## src/rtl/freq_key_if.sv

```systemverilog
// Front-panel key and display bus for the frequency key controller.
interface freq_key_if;
    localparam int unsigned FREQ_W = 7;

    logic              key_up_n;
    logic              key_dn_n;
    logic              frame_start;
    logic [FREQ_W-1:0] freq_cfg;
    logic [FREQ_W-1:0] freq_num;
    logic              freq_chg;

    // Panel/LCD side: drives keys and frame timing, observes the setting.
    modport master (
        output key_up_n,
        output key_dn_n,
        output frame_start,
        input  freq_cfg,
        input  freq_num,
        input  freq_chg
    );

    // Controller side.
    modport slave (
        input  key_up_n,
        input  key_dn_n,
        input  frame_start,
        output freq_cfg,
        output freq_num,
        output freq_chg
    );
endinterface

```

## src/rtl/freq_key_ctrl.sv

```systemverilog
// Up/down key handler: debounce, hold-to-repeat, saturating frequency
// register and a frame-latched shadow copy for the text overlay.
module freq_key_ctrl #(
    parameter logic [19:0] DEB_CNT    = 20'd1_000_000,
    parameter logic [24:0] REPEAT_DLY = 25'd25_000_000,
    parameter logic [22:0] REPEAT_PER = 23'd5_000_000,
    parameter logic [6:0]  FREQ_MIN   = 7'd20,
    parameter logic [6:0]  FREQ_MAX   = 7'd50,
    parameter logic [6:0]  FREQ_INIT  = 7'd20
) (
    input  logic      sys_clk,
    input  logic      sys_rst_n,
    freq_key_if.slave bus
);

    localparam int unsigned CNT_W  = 25;
    localparam int unsigned FREQ_W = 7;

    localparam logic [CNT_W-1:0] DEB_LAST = CNT_W'(DEB_CNT) - CNT_W'(1);
    localparam logic [CNT_W-1:0] DLY_LAST = CNT_W'(REPEAT_DLY) - CNT_W'(1);
    localparam logic [CNT_W-1:0] RPT_LAST = CNT_W'(REPEAT_PER) - CNT_W'(1);

    typedef enum logic [2:0] {
        ST_IDLE,
        ST_DEB,
        ST_HOLD,
        ST_RPT,
        ST_REL,
        ST_LOCK
    } state_t;

    logic              up_meta_q, up_sync_q;
    logic              dn_meta_q, dn_sync_q;
    state_t            state_q, state_d;
    logic [CNT_W-1:0]  cnt_q, cnt_d;
    logic              dir_q, dir_d;
    logic [FREQ_W-1:0] freq_cfg_q, freq_cfg_d;
    logic [FREQ_W-1:0] freq_num_q, freq_num_d;
    logic              freq_chg_q, freq_chg_d;

    logic              up_s, dn_s;
    logic              key_on, key_other;
    logic              step;

    assign up_s      = ~up_sync_q;
    assign dn_s      = ~dn_sync_q;
    // dir_q = 1 means the up key owns the current press.
    assign key_on    = dir_q ? up_s : dn_s;
    assign key_other = dir_q ? dn_s : up_s;

    // Next-state logic for the key FSM, shared counter and frequency registers.
    always_comb begin
        state_d    = state_q;
        cnt_d      = cnt_q;
        dir_d      = dir_q;
        step       = 1'b0;

        case (state_q)
            ST_IDLE: begin
                if (up_s && dn_s) begin
                    state_d = ST_LOCK;
                    cnt_d   = '0;
                end else if (up_s || dn_s) begin
                    dir_d   = up_s;
                    state_d = ST_DEB;
                    cnt_d   = '0;
                end
            end
            ST_DEB: begin
                if (!key_on) begin
                    state_d = ST_IDLE;
                    cnt_d   = '0;
                end else if (key_other) begin
                    state_d = ST_LOCK;
                    cnt_d   = '0;
                end else if (cnt_q == DEB_LAST) begin
                    step    = 1'b1;
                    state_d = ST_HOLD;
                    cnt_d   = '0;
                end else begin
                    cnt_d   = cnt_q + CNT_W'(1);
                end
            end
            ST_HOLD: begin
                if (!key_on) begin
                    state_d = ST_REL;
                    cnt_d   = '0;
                end else if (key_other) begin
                    state_d = ST_LOCK;
                    cnt_d   = '0;
                end else if (cnt_q == DLY_LAST) begin
                    step    = 1'b1;
                    state_d = ST_RPT;
                    cnt_d   = '0;
                end else begin
                    cnt_d   = cnt_q + CNT_W'(1);
                end
            end
            ST_RPT: begin
                if (!key_on) begin
                    state_d = ST_REL;
                    cnt_d   = '0;
                end else if (key_other) begin
                    state_d = ST_LOCK;
                    cnt_d   = '0;
                end else if (cnt_q == RPT_LAST) begin
                    step    = 1'b1;
                    cnt_d   = '0;
                end else begin
                    cnt_d   = cnt_q + CNT_W'(1);
                end
            end
            ST_REL, ST_LOCK: begin
                // Both keys must be quiet for a full debounce window.
                if (up_s || dn_s) begin
                    cnt_d   = '0;
                end else if (cnt_q == DEB_LAST) begin
                    state_d = ST_IDLE;
                    cnt_d   = '0;
                end else begin
                    cnt_d   = cnt_q + CNT_W'(1);
                end
            end
            default: begin
                state_d = ST_IDLE;
                cnt_d   = '0;
            end
        endcase

        freq_cfg_d = freq_cfg_q;
        if (step) begin
            if (dir_q) begin
                freq_cfg_d = (freq_cfg_q == FREQ_MAX) ? freq_cfg_q : freq_cfg_q + FREQ_W'(1);
            end else begin
                freq_cfg_d = (freq_cfg_q == FREQ_MIN) ? freq_cfg_q : freq_cfg_q - FREQ_W'(1);
            end
        end
        freq_chg_d = (freq_cfg_d != freq_cfg_q);

        // Shadow takes the registered value, so a coinciding step shows next frame.
        freq_num_d = bus.frame_start ? freq_cfg_q : freq_num_q;
    end

    // All state: key synchronizers, FSM, counter and output registers.
    always_ff @(posedge sys_clk or negedge sys_rst_n) begin
        if (!sys_rst_n) begin
            up_meta_q  <= 1'b1;
            up_sync_q  <= 1'b1;
            dn_meta_q  <= 1'b1;
            dn_sync_q  <= 1'b1;
            state_q    <= ST_IDLE;
            cnt_q      <= '0;
            dir_q      <= 1'b0;
            freq_cfg_q <= FREQ_INIT;
            freq_num_q <= FREQ_INIT;
            freq_chg_q <= 1'b0;
        end else begin
            up_meta_q  <= bus.key_up_n;
            up_sync_q  <= up_meta_q;
            dn_meta_q  <= bus.key_dn_n;
            dn_sync_q  <= dn_meta_q;
            state_q    <= state_d;
            cnt_q      <= cnt_d;
            dir_q      <= dir_d;
            freq_cfg_q <= freq_cfg_d;
            freq_num_q <= freq_num_d;
            freq_chg_q <= freq_chg_d;
        end
    end

    assign bus.freq_cfg = freq_cfg_q;
    assign bus.freq_num = freq_num_q;
    assign bus.freq_chg = freq_chg_q;

endmodule

```

## src/flat_wrapper.sv

```systemverilog
// flat-port wrapper written by rule: the top's interface ports become plain ports
module freq_key_ctrl_flat 
#(
    parameter logic [19:0] DEB_CNT    = 20'd1_000_000,
    parameter logic [24:0] REPEAT_DLY = 25'd25_000_000,
    parameter logic [22:0] REPEAT_PER = 23'd5_000_000,
    parameter logic [6:0]  FREQ_MIN   = 7'd20,
    parameter logic [6:0]  FREQ_MAX   = 7'd50,
    parameter logic [6:0]  FREQ_INIT  = 7'd20
)
  (sys_clk, sys_rst_n, bus_key_up_n, bus_key_dn_n, bus_frame_start, bus_freq_cfg, bus_freq_num, bus_freq_chg);
  freq_key_if bus_i ();
  input  logic sys_clk;
  input  logic sys_rst_n;
  input wire logic [$bits(bus_i.key_up_n)-1:0] bus_key_up_n;
  input wire logic [$bits(bus_i.key_dn_n)-1:0] bus_key_dn_n;
  input wire logic [$bits(bus_i.frame_start)-1:0] bus_frame_start;
  output wire logic [$bits(bus_i.freq_cfg)-1:0] bus_freq_cfg;
  output wire logic [$bits(bus_i.freq_num)-1:0] bus_freq_num;
  output wire logic [$bits(bus_i.freq_chg)-1:0] bus_freq_chg;
  assign bus_i.key_up_n = bus_key_up_n;
  assign bus_i.key_dn_n = bus_key_dn_n;
  assign bus_i.frame_start = bus_frame_start;
  assign bus_freq_cfg = bus_i.freq_cfg;
  assign bus_freq_num = bus_i.freq_num;
  assign bus_freq_chg = bus_i.freq_chg;
  freq_key_ctrl #(.DEB_CNT(DEB_CNT), .REPEAT_DLY(REPEAT_DLY), .REPEAT_PER(REPEAT_PER), .FREQ_MIN(FREQ_MIN), .FREQ_MAX(FREQ_MAX), .FREQ_INIT(FREQ_INIT)) u_core (.sys_clk(sys_clk), .sys_rst_n(sys_rst_n), .bus(bus_i));
endmodule
```

## config.mk

```make
export PLATFORM = sky130hd
export DESIGN_NAME = freq_key_ctrl_flat
export DESIGN_NICKNAME = d
export VERILOG_FILES = /design/src/rtl/freq_key_if.sv /design/src/rtl/freq_key_ctrl.sv /design/src/flat_wrapper.sv
export SDC_FILE = /design/constraint.sdc
export NUM_CORES = 1
export LEC_CHECK = 0
export BUFFER_PORTS_ARGS = -buffer_cell sky130_fd_sc_hd__buf_4
export CELL_PAD_IN_SITES_DETAIL_PLACEMENT = 2
export CELL_PAD_IN_SITES_GLOBAL_PLACEMENT = 2
export CORE_ASPECT_RATIO = 1.4
export CORE_MARGIN = 2
export CORE_UTILIZATION = 34
export DETAILED_ROUTE_END_ITERATION = 10
export PLACE_DENSITY_LB_ADDON = 0.1
export SLEW_MARGIN = 40
export SYNTH_ARGS = -nofsm -noshare
export SYNTH_HDL_FRONTEND = slang
export SYNTH_SLANG_ARGS = --single-unit
```

## constraint.sdc

```tcl
create_clock -name sys_clk -period 2.25 [get_ports sys_clk]
set_input_delay 0 -clock sys_clk [delete_from_list [all_inputs] [get_ports sys_clk]]
set_output_delay 0 -clock sys_clk [all_outputs]
set_load 0.01 [all_outputs]
```

Yosys cells after proc, flatten, opt, wreduce, memory -nomap -nowiden:

Cells that the tools add are included.
Widths: inputs -> output; s select.

* muxes and demuxes: 42
* equal/unequal tests: 17
* reductions and logical operators: 6
* bitwise gates (word level): 3
* add/subtract/negate cells: 3

Operators by type and width (number)
* $mux 25: 12
* $pmux 25 s5: 1
* $mux 3: 12
* $mux 7: 4
* $add 25x1->25 const B: 1
* $eq 25x20->1 const B: 1
* $eq 25x23->1 const B: 1
* $eq 25x25->1 const B: 1
* $pmux 3 s5: 1
* $mux 1: 11
* $ne 4x4->1 const B: 2
* $add 7x1->7 const B: 1
* $eq 7x5->1 const B: 1
* $eq 7x6->1 const B: 1
* $ne 7x7->1: 1
* $sub 7x1->7 const B: 1
* $eq 3x2->1 const B: 2
* $eq 3x3->1 const B: 2
* $reduce_and 6->1: 1
* $eq 3x1->1 const B: 1
* $logic_not 3->1: 1
* $ne 3x1->1 const B: 1
* $ne 3x3->1 const B: 1
* $not 1->1: 3
* other kinds (7): 7

* input bits: 5
* register bits after elaboration: 48
* word-level logic and storage cells: 81

Longest topological paths before layout:

Gate-level depths: netlist of run 1.

* depth after elaboration: 7
* depth in mapped cells: 9

Worst setup path before layout of run 1:

OpenSTA, ideal clock, no wires.

* path kind: register to register
* from: register u_core.freq_cfg_q[1] (netlist: u_core.bus.freq_cfg[1])
* to: register u_core.freq_cfg_q[0] (netlist: u_core.bus.freq_cfg[0])
* stages on the path, launching flop included: 9
* data arrival time: 2007 ps
* required time: 2127 ps
* buffers on the path: 1
* slack: 120 ps
* cells stage by stage: dfrtp_1 clkbuf_1 inv_1 ha_1 or3b_2 or3_1 nor2_1 nor3_2 xnor2_1

* longest elaborated chain between the ends: 4
* elaborated cells between the ends (all ways): 6

Ends and longest elaborated chain
* from (decl): RTL line freq_key_ctrl.sv:37 `logic [FREQ_W-1:0] freq_cfg_q, freq_cfg_d;`
* from (signal assigned): RTL line freq_key_ctrl.sv:165 `freq_cfg_q <= freq_cfg_d;`
* $eq 7x5->1 or $eq 7x6->1 (tied branches): RTL line freq_key_ctrl.sv:135, freq_key_ctrl.sv:133
* $mux 7, on equally long branches: RTL line freq_key_ctrl.sv:135, freq_key_ctrl.sv:133
* $mux 7 (*): RTL line freq_key_ctrl.sv:132 `if (dir_q) begin`
* $mux 7 (*): RTL line freq_key_ctrl.sv:131 `if (step) begin`
* via u_core.freq_cfg_d[0]: RTL line freq_key_ctrl.sv:37

The timed path passes the listed nets; every way through them passes the cells marked *.
A chain may end at the register's enable or synchronous reset.

Worst setup path after layout of run 1:

* from: register u_core.cnt_q[20]
* to: register u_core.freq_cfg_q[6] (netlist: u_core.bus.freq_cfg[6])

* longest elaborated chain between the ends: 6
* elaborated cells between the ends (all ways): 14

Ends and longest elaborated chain
* from (decl): RTL line freq_key_ctrl.sv:35 `logic [CNT_W-1:0] cnt_q, cnt_d;`
* from (signal assigned): RTL line freq_key_ctrl.sv:163 `cnt_q <= cnt_d;`
* $eq 25x23->1 (tied with other cells): RTL line freq_key_ctrl.sv:106 `end else if (cnt_q == RPT_LAST) begin`
* $mux 1, on equally long branches: RTL line freq_key_ctrl.sv:106, freq_key_ctrl.sv:76, freq_key_ctrl.sv:91
* $mux 1, on equally long branches: RTL line freq_key_ctrl.sv:103, freq_key_ctrl.sv:73, freq_key_ctrl.sv:88
* $mux 1, on equally long branches: RTL line freq_key_ctrl.sv:100, freq_key_ctrl.sv:70, freq_key_ctrl.sv:85
* $pmux 1 s3 (*): RTL line freq_key_ctrl.sv:58 `case (state_q)`
* $mux 7 (*): RTL line freq_key_ctrl.sv:131
* via u_core.freq_cfg_d[6]: RTL line freq_key_ctrl.sv:37

Marks and branches as above.

==> summary.md, run 1 <==
| Metric | Value |
|---|---|
| Status | complete, no violations |
| Worst hold slack | ~0.008 ns |
| WP data required | approximately 2.5 ns |
| Max clock buf depth | 2 |
| Area grow syn2layout | 24.7% |
| Die height | ~110 µm |
| Core ar. | 7800 µm² |
| Total Routing Usage GR | 19.4% |
| Max VDD drop | ~0.00024 V |
| Maximum clock rate | roughly 0.46 GHz |
| Routed WL per cell | about 19 µm |
| Crit path max fanout | 8 |
| # IOs | 20 |
| Final hold vios | 0 |
| Register area share after synthesis | approximately 44% |
| RSZ-0062 raised after global routing | true |
| # DRC | 0 |
| Setup TNS | 0 ns |
| Final GP Congestion | 0.783 |
| WL met1 | approximately 3.3 mm |
| CP Launch Type | flip-flop |
| Die width | ~80 µm |
| Max Clock Skew | between 0.009 and 0.01 ns |
| Final antenna-violating net count | 0 |
| Synth top area share | between 30% and 40% |
| Final worst-path cycle share | between 90% and 100% |
| Data arrival, critical path | 2.42 ns |
| Synth Net Count | approximately 300 |
| Initial Util | 35.3% |
| Met3 routed WL | 123 µm |
| First-pass GRT wire length | about 13 mm |
| Yosys top cell by area | dfrtp_1 |
| Vias in the first global route | 2611 |
| CP Capture Type | flip-flop |
| Total Power | ~1.5 mW |
| Antenna cells | 0 |
| Post-synth cell types | between 50 and 60 |
| Leakage | approximately 1.5 nW |
| # rows | 38 |
| Mapped Cells | a little under 300 |
| Largest net degree at the start of global routing | between 40 and 50 |
| Synth Warn # | 0 |
| DRT Pass-1 Iters | 4 |
| Worst-skew pair later-pin latency | between 0.3 and 0.4 ns |
| PwrDens | 437 nW/µm² |
| Port bufs | 19 |
| Share of layout cells above drive strength 1 | a little under a third |
| Clock sinks | 48 |
| Seq cells post-synth | 48 |
| Mapped Area | roughly 2800 µm² |
| Most frequent cell after synthesis | dfrtp_1 |
| Metal2 WL | 4.67 mm |
| Final Slew Violations | 0 |
| Hpwl dp | 5.91 mm |
| Avg Inst Size Synth | 9.43 µm² |
| CTS clk-pin slew, worst paths | 0.09 ns |
| Top_reg_cell synth | dfrtp_1 |
| Hold crit path type | in2reg |
| Via count | ~2.4k |
| Vias per inst | 5.47 |
| Critical path type | reg2reg |
| Post-synth ARST share | 100% |
| Full die area | slightly below 9000 µm² |
| Commonest cells in the netlist | dfrtp_1 (40), nor2_1 (29), nand2_1 (24) |
| Total wire length | between 8 and 9 mm |
| Max-Cap Viols | 0 |
| CTS Buf Count | 5 |
| Worst slew pin tran | around 0.64 ns |
| Final setup fails | 0 |
| TritonCTS clock tree | built |
| Post-synth EDFFs | 0 |
| Htree depth | 2 |
| Total grt overflow | 0 |
| Top Metal Used | met4 |
| Nets | 354 |
| Number of DRC markers in iteration 0 | 86 |
| Slew HR | 57.2% |
| Synth top area cells | dfrtp_1 (36%), dfstp_2 (7.6%), o21ai_0 (4.0%), nor2_1 (4.0%), mux2_2 (3.7%) |
| Initial antenna violation count | 0 |
| Minimum clock period | ~2.2 ns |
| Root Buffer | clkbuf_8 |
-- power breakdown --
group / internal [mW] / leakage [nW] / total (mW) / switching, mW
combinational: 0.0298 / 0.827 / 0.0736 / 0.0438
clock: 0.252 / 0.0455 / 0.551 / 0.300
sequential: 0.871 / 0.631 / 0.877 / 0.00583
-- worst paths after layout --
kind                       cells past startpoint        startpoint  slack [ns]                endpoint
max                                            8  u_core.cnt_q[20]        0.07  u_core.bus.freq_cfg[6]
min                                            2   bus_frame_start       0.008  u_core.bus.freq_num[3]
max reg2reg                                    8  u_core.cnt_q[20]        0.07  u_core.bus.freq_cfg[6]
min reg2reg                                    0  u_core.up_meta_q        0.36        u_core.up_sync_q
max in group asynchronous                      2         sys_rst_n        1.57        u_core.cnt_q[17]
min in group asynchronous                      2         sys_rst_n        0.26       u_core.state_q[0]
-- metrics by stage --
step	setup slack, ns	instances	instance area (µm²)	utilization [%]
3_3_place_gp	0.0652	428	3170	40.7
3_5_place_dp	0.0210	428	3170	40.7
2_1_floorplan	0.120	292	2750	-
4_1_cts	0.0209	439	3310	42.4
6_report	0.0701	446	3430	44.0
5_1_grt	-0.0501	446	3430	44.0
-- critical path, cell delays in order, from the launching register on --
cell and delay, ns:
dfrtp_1 0.38, or4b_4 0.56, nor4_4 0.33, buf_4 0.17, o211ai_1 0.09, o21ai_2 0.17, buf_6 0.15, o21a_1 0.14
xor2_1 0.14
-- logic make-up after synthesis --
kind of cell	after synthesis	share of synthesized area (%)
AO/OA/AOI/OAI	60	14.3
buffers and inverters	23	4.23
XOR/XNOR	16	5.09
multiplexers	10	4.04
flip-flops	48	44.0
adder cells (fa/ha/maj)	4	1.82
AND/OR/NAND/NOR	131	26.5
-- cell type report --
cell class	count	area, µm²
Inverter	9	33.8
Fill cell	867	4360
Multi-Input combinational cell	222	1520
Timing Repair Buffer	59	459
Sequential cell	48	1210
Clock buffer	8	90.1
Tap cell	100	125
-- cells in the final DEF (no fill, tap or decap), drive strengths merged, types with 9 or more instances in the layout --
cell   count
buf       56
xor2       9
o21ai     23
nand3     16
nor3      11
dfrtp     40
inv        9
mux2       9
nand2     24
nor2      29
a21oi     12
-- registers in the layout, indices dropped and copies added, names as in the netlist, 3 cells and up --
name and cells:
u_core.bus.freq_cfg 7, u_core.cnt_q 25, u_core.state_q 3, u_core.bus.freq_num 7
-- metal layers --
metal  global-route usage [%]  up-vias
li1                         -     1158
met1                     21.6     1248
met2                     36.7       21
met3                     2.94       11
met4                     5.76        0
met5                        0        -
-- repair_timing --
action / CTS / global route
endpoints found under the setup margin: 1 / 26
hold buffers: 3 / 0
resized for setup: 2 / 20
hold endpoints to repair: 42 / 0
setup buffers: 0 / 5
cloned: 0 / 2
pin swaps: 0 / 13
Note: power is estimated with default switching activity, not from simulation.
==> run 2, diff against run 1 <==
--- a/config.mk
+++ b/config.mk
@@ -12,7 +12,9 @@
 export CORE_MARGIN = 2
 export CORE_UTILIZATION = 34
 export DETAILED_ROUTE_END_ITERATION = 10
+export MAX_ROUTING_LAYER = met4
 export PLACE_DENSITY_LB_ADDON = 0.1
+export SETUP_SLACK_MARGIN = 0.4
 export SLEW_MARGIN = 40
 export SYNTH_ARGS = -nofsm -noshare
 export SYNTH_HDL_FRONTEND = slang
==> run 2 against run 1 <==
Register-to-register slack lost 0.05 ns. Die area unchanged. Maximum frequency decreased by 2.4%. Flip-flop and latch count stayed put. Clock-buffer cell count stayed put. Clock skew fell by 0.00099 ns. Non-clock buffer count rose by 10. Critical path type unchanged.
==> summary.md, run 2 (synthesized netlist as in run 1, its figures left out) <==
| Metric | Value |
|---|---|
| Status | complete, no violations (unchanged) |
| Post-route insts no fill | 458 (was 446) |
| Final hold vios | 0 (unchanged) |
| Worst hold slack | 0.0163 ns (was 0.00802 ns) |
| CP delay by family, top | simple AND/OR/NAND/NOR gates (unchanged) |
| Area after DPL | 3200 µm² (was 3170 µm²) |
| Critical path, cell by cell | or4b_4 -> nor4_4 -> o211a_1 -> o22a_4 -> and2_4 -> o32ai_2 (was or4b_4 -> nor4_4 -> buf_4 -> o211ai_1 -> o21ai_2 -> buf_6 -> o21a_1 -> xor2_1) |
| Max FFs per register | 25 (unchanged) |
| Clock sinks | 48 (unchanged) |
| Met3 routed WL | 176 µm (was 123 µm) |
| Leading cell types in the layout, fill and taps excluded | buf_4 (57), dfrtp_1 (39), nor2_1 (25) (was buf_4 (52), dfrtp_1 (40), nor2_1 (28)) |
| Maximum clock rate | 0.448 GHz (was 0.459 GHz) |
| Total wire length | 9.84 mm (was 8.26 mm) |
| Number of DRC markers in iteration 0 | 69 (was 86) |
| WP data required | 2.43 ns (was 2.49 ns) |
| Final antenna-violating net count | 0 (unchanged) |
| PwrDens | 411 nW/µm² (was 437 nW/µm²) |
| Final setup fails | 0 (unchanged) |
| Final Slew Violations | 0 (unchanged) |
| Die width | 80.1 µm (unchanged) |
| Port bufs | 19 (unchanged) |
| # IOs | 20 (unchanged) |
| Total Routing Usage GR | 22.1% (was 19.4%) |
| Worst-skew pair later-pin latency | 0.32 ns (was 0.31 ns) |
| Routed WL per cell | 21.5 µm (was 18.5 µm) |
| Area grow syn2layout | 35.1% (was 24.7%) |
| Via count | 2613 (was 2438) |
| RSZ-0062 raised after global routing | true (unchanged) |
| Max VDD drop | 0.000283 V (was 0.000235 V) |
| CP Capture Type | flip-flop (unchanged) |
| Minimum clock period | 2.23 ns (was 2.18 ns) |
| Worst slew pin tran | 0.657 ns (was 0.642 ns) |
| Root Buffer | clkbuf_8 (unchanged) |
| Metal2 WL | 5.62 mm (was 4.67 mm) |
| Leakage | 1.57 nW (was 1.50 nW) |
| Hpwl dp | 5.74 mm (was 5.91 mm) |
| Slowest stage delay, CP | 0.58 ns (was 0.56 ns) |
| DRT Pass-1 Iters | 4 (unchanged) |
| WL met1 | 3.78 mm (was 3.32 mm) |
| Final worst-path cycle share | 99.3% (was 96.9%) |
| Critical path's slowest cell | or4b_4 (unchanged) |
| TritonCTS clock tree | built (unchanged) |
| Antenna cells | 0 (unchanged) |
| Total grt overflow | 0 (unchanged) |
| Max-Cap Viols | 0 (unchanged) |
| Critical path type | reg2reg (unchanged) |
| Share of layout cells above drive strength 1 | 41.3% (was 30.3%) |
| Slew HR | 56.2% (was 57.2%) |
| Max clock buf depth | 2 (unchanged) |
| Total Power | 1.53 mW (was 1.50 mW) |
| Placed cell count | 423 (was 428) |
| CP Launch Type | flip-flop (unchanged) |
| Initial antenna violation count | 0 (unchanged) |
| Htree depth | 2 (unchanged) |
| Vias in the first global route | 2733 (was 2611) |
| Hold crit path type | in2reg (unchanged) |
| Die height | 110 µm (unchanged) |
| Final GP Congestion | 0.787 (was 0.783) |
| Nets | 366 (was 354) |
| Layout filler cell count | 859 (was 867) |
| CTS clk-pin slew, worst paths | 0.09 ns (about the same) |
| First-pass GRT wire length | 14.6 mm (was 13.4 mm) |
| Finished Cell Area | 3720 µm² (was 3430 µm²) |
| CTS Buf Count | 5 (unchanged) |
| Full die area | 8850 µm² (unchanged) |
| # rows | 38 (unchanged) |
| # DRC | 0 (unchanged) |
| Data arrival, critical path | 2.42 ns (about the same) |
| Pre-CTS WS | 0.0512 ns (was 0.0210 ns) |
| Largest net degree at the start of global routing | 49 (unchanged) |
| Buffers & Inverters on Critical Path | 0 (was 2) |
| Vias per inst | 5.71 (was 5.47) |
| Most common cell after layout, fill and taps aside | buf_4 (unchanged) |
| Top reg by flops | u_core.cnt_q (unchanged) |
| Core ar. | 7800 µm² (unchanged) |
| Crit path max fanout | 5 (was 8) |
| Max Clock Skew | 0.00803 ns (was 0.00902 ns) |
| Initial Util | 35.3% (unchanged) |
| Top Metal Used | met4 (unchanged) |
| Crit path setup slack, layout | 0.0159 ns (was 0.0701 ns) |
==> run 2: cell types whose count changed in the layout (fill, tap and decap cells not counted), sizes merged <==
cell,before,now
and2,5,6
o22a,1,2
buf,56,66
==> run 2: per-layer routing <==
layer | vias to the layer above | global-route usage, %
met5 | - | -
met4 | 0 | 5.99
met3 | 17 | 3.10
met2 | 36 | 40.9
met1 | 1372 | 23.9
li1 | 1188 | -
==> run 2: power breakdown <==
part	internal [mW]	leakage (nW)	switching, mW	total (mW)
sequential	0.871	0.629	0.00590	0.877
clock	0.252	0.0455	0.308	0.560
combinational	0.0388	0.893	0.0543	0.0931
total	1.16	1.57	0.369	1.53
==> run 2: worst register-to-register path, cell delays in order, from the launching register on <==
cell and delay (ns):
dfrtp_1 0.41, or4b_4 0.58, nor4_4 0.25, o211a_1 0.31, o22a_4 0.22, and2_4 0.24, o32ai_2 0.10
==> run 2: timing repair <==
item                                    4_1_cts  5_1_grt
hold buffers                                  3        0
pin swaps                                    15       25
cloned                                        4        0
hold endpoints to repair                     42        0
gates resized for setup                      18       48
setup buffers                                 7       13
endpoints found under the setup margin       34       36
==> run 2: worst paths after layout <==
check | cells past startpoint | slack (ns) | start | end
min in group asynchronous | 2 | 0.24 | sys_rst_n | u_core.bus.freq_chg
worst max register to register | 6 | 0.02 | u_core.cnt_q[21] | u_core.cnt_q[4]
worst max-delay path | 6 | 0.02 | u_core.cnt_q[21] | u_core.cnt_q[4]
worst min register to register | 0 | 0.37 | u_core.dn_meta_q | u_core.dn_sync_q
max in group asynchronous | 2 | 1.55 | sys_rst_n | u_core.cnt_q[23]
worst min-delay path | 2 | 0.02 | bus_frame_start | u_core.bus.freq_num[2]
==> run 2: stage by stage <==
step / setup TNS [ns] / utilization [%]
after global placement: 0 / 41.0
after CTS: 0 / 44.1
after global routing: -0.0728 / 47.7
after detailed placement: 0 / 41.0
final: 0 / 47.7
after floorplan: 0 / -
==> run 2: area by class of cell <==
cell class                 count  area, µm²  area share (%)
inverter                       9       33.8           0.908
clock buffer                   8       90.1            2.42
timing repair buffer          69        559            15.0
sequential                    48       1210            32.6
multi-input combinational    224       1700            45.7
tap                          100        125            3.36
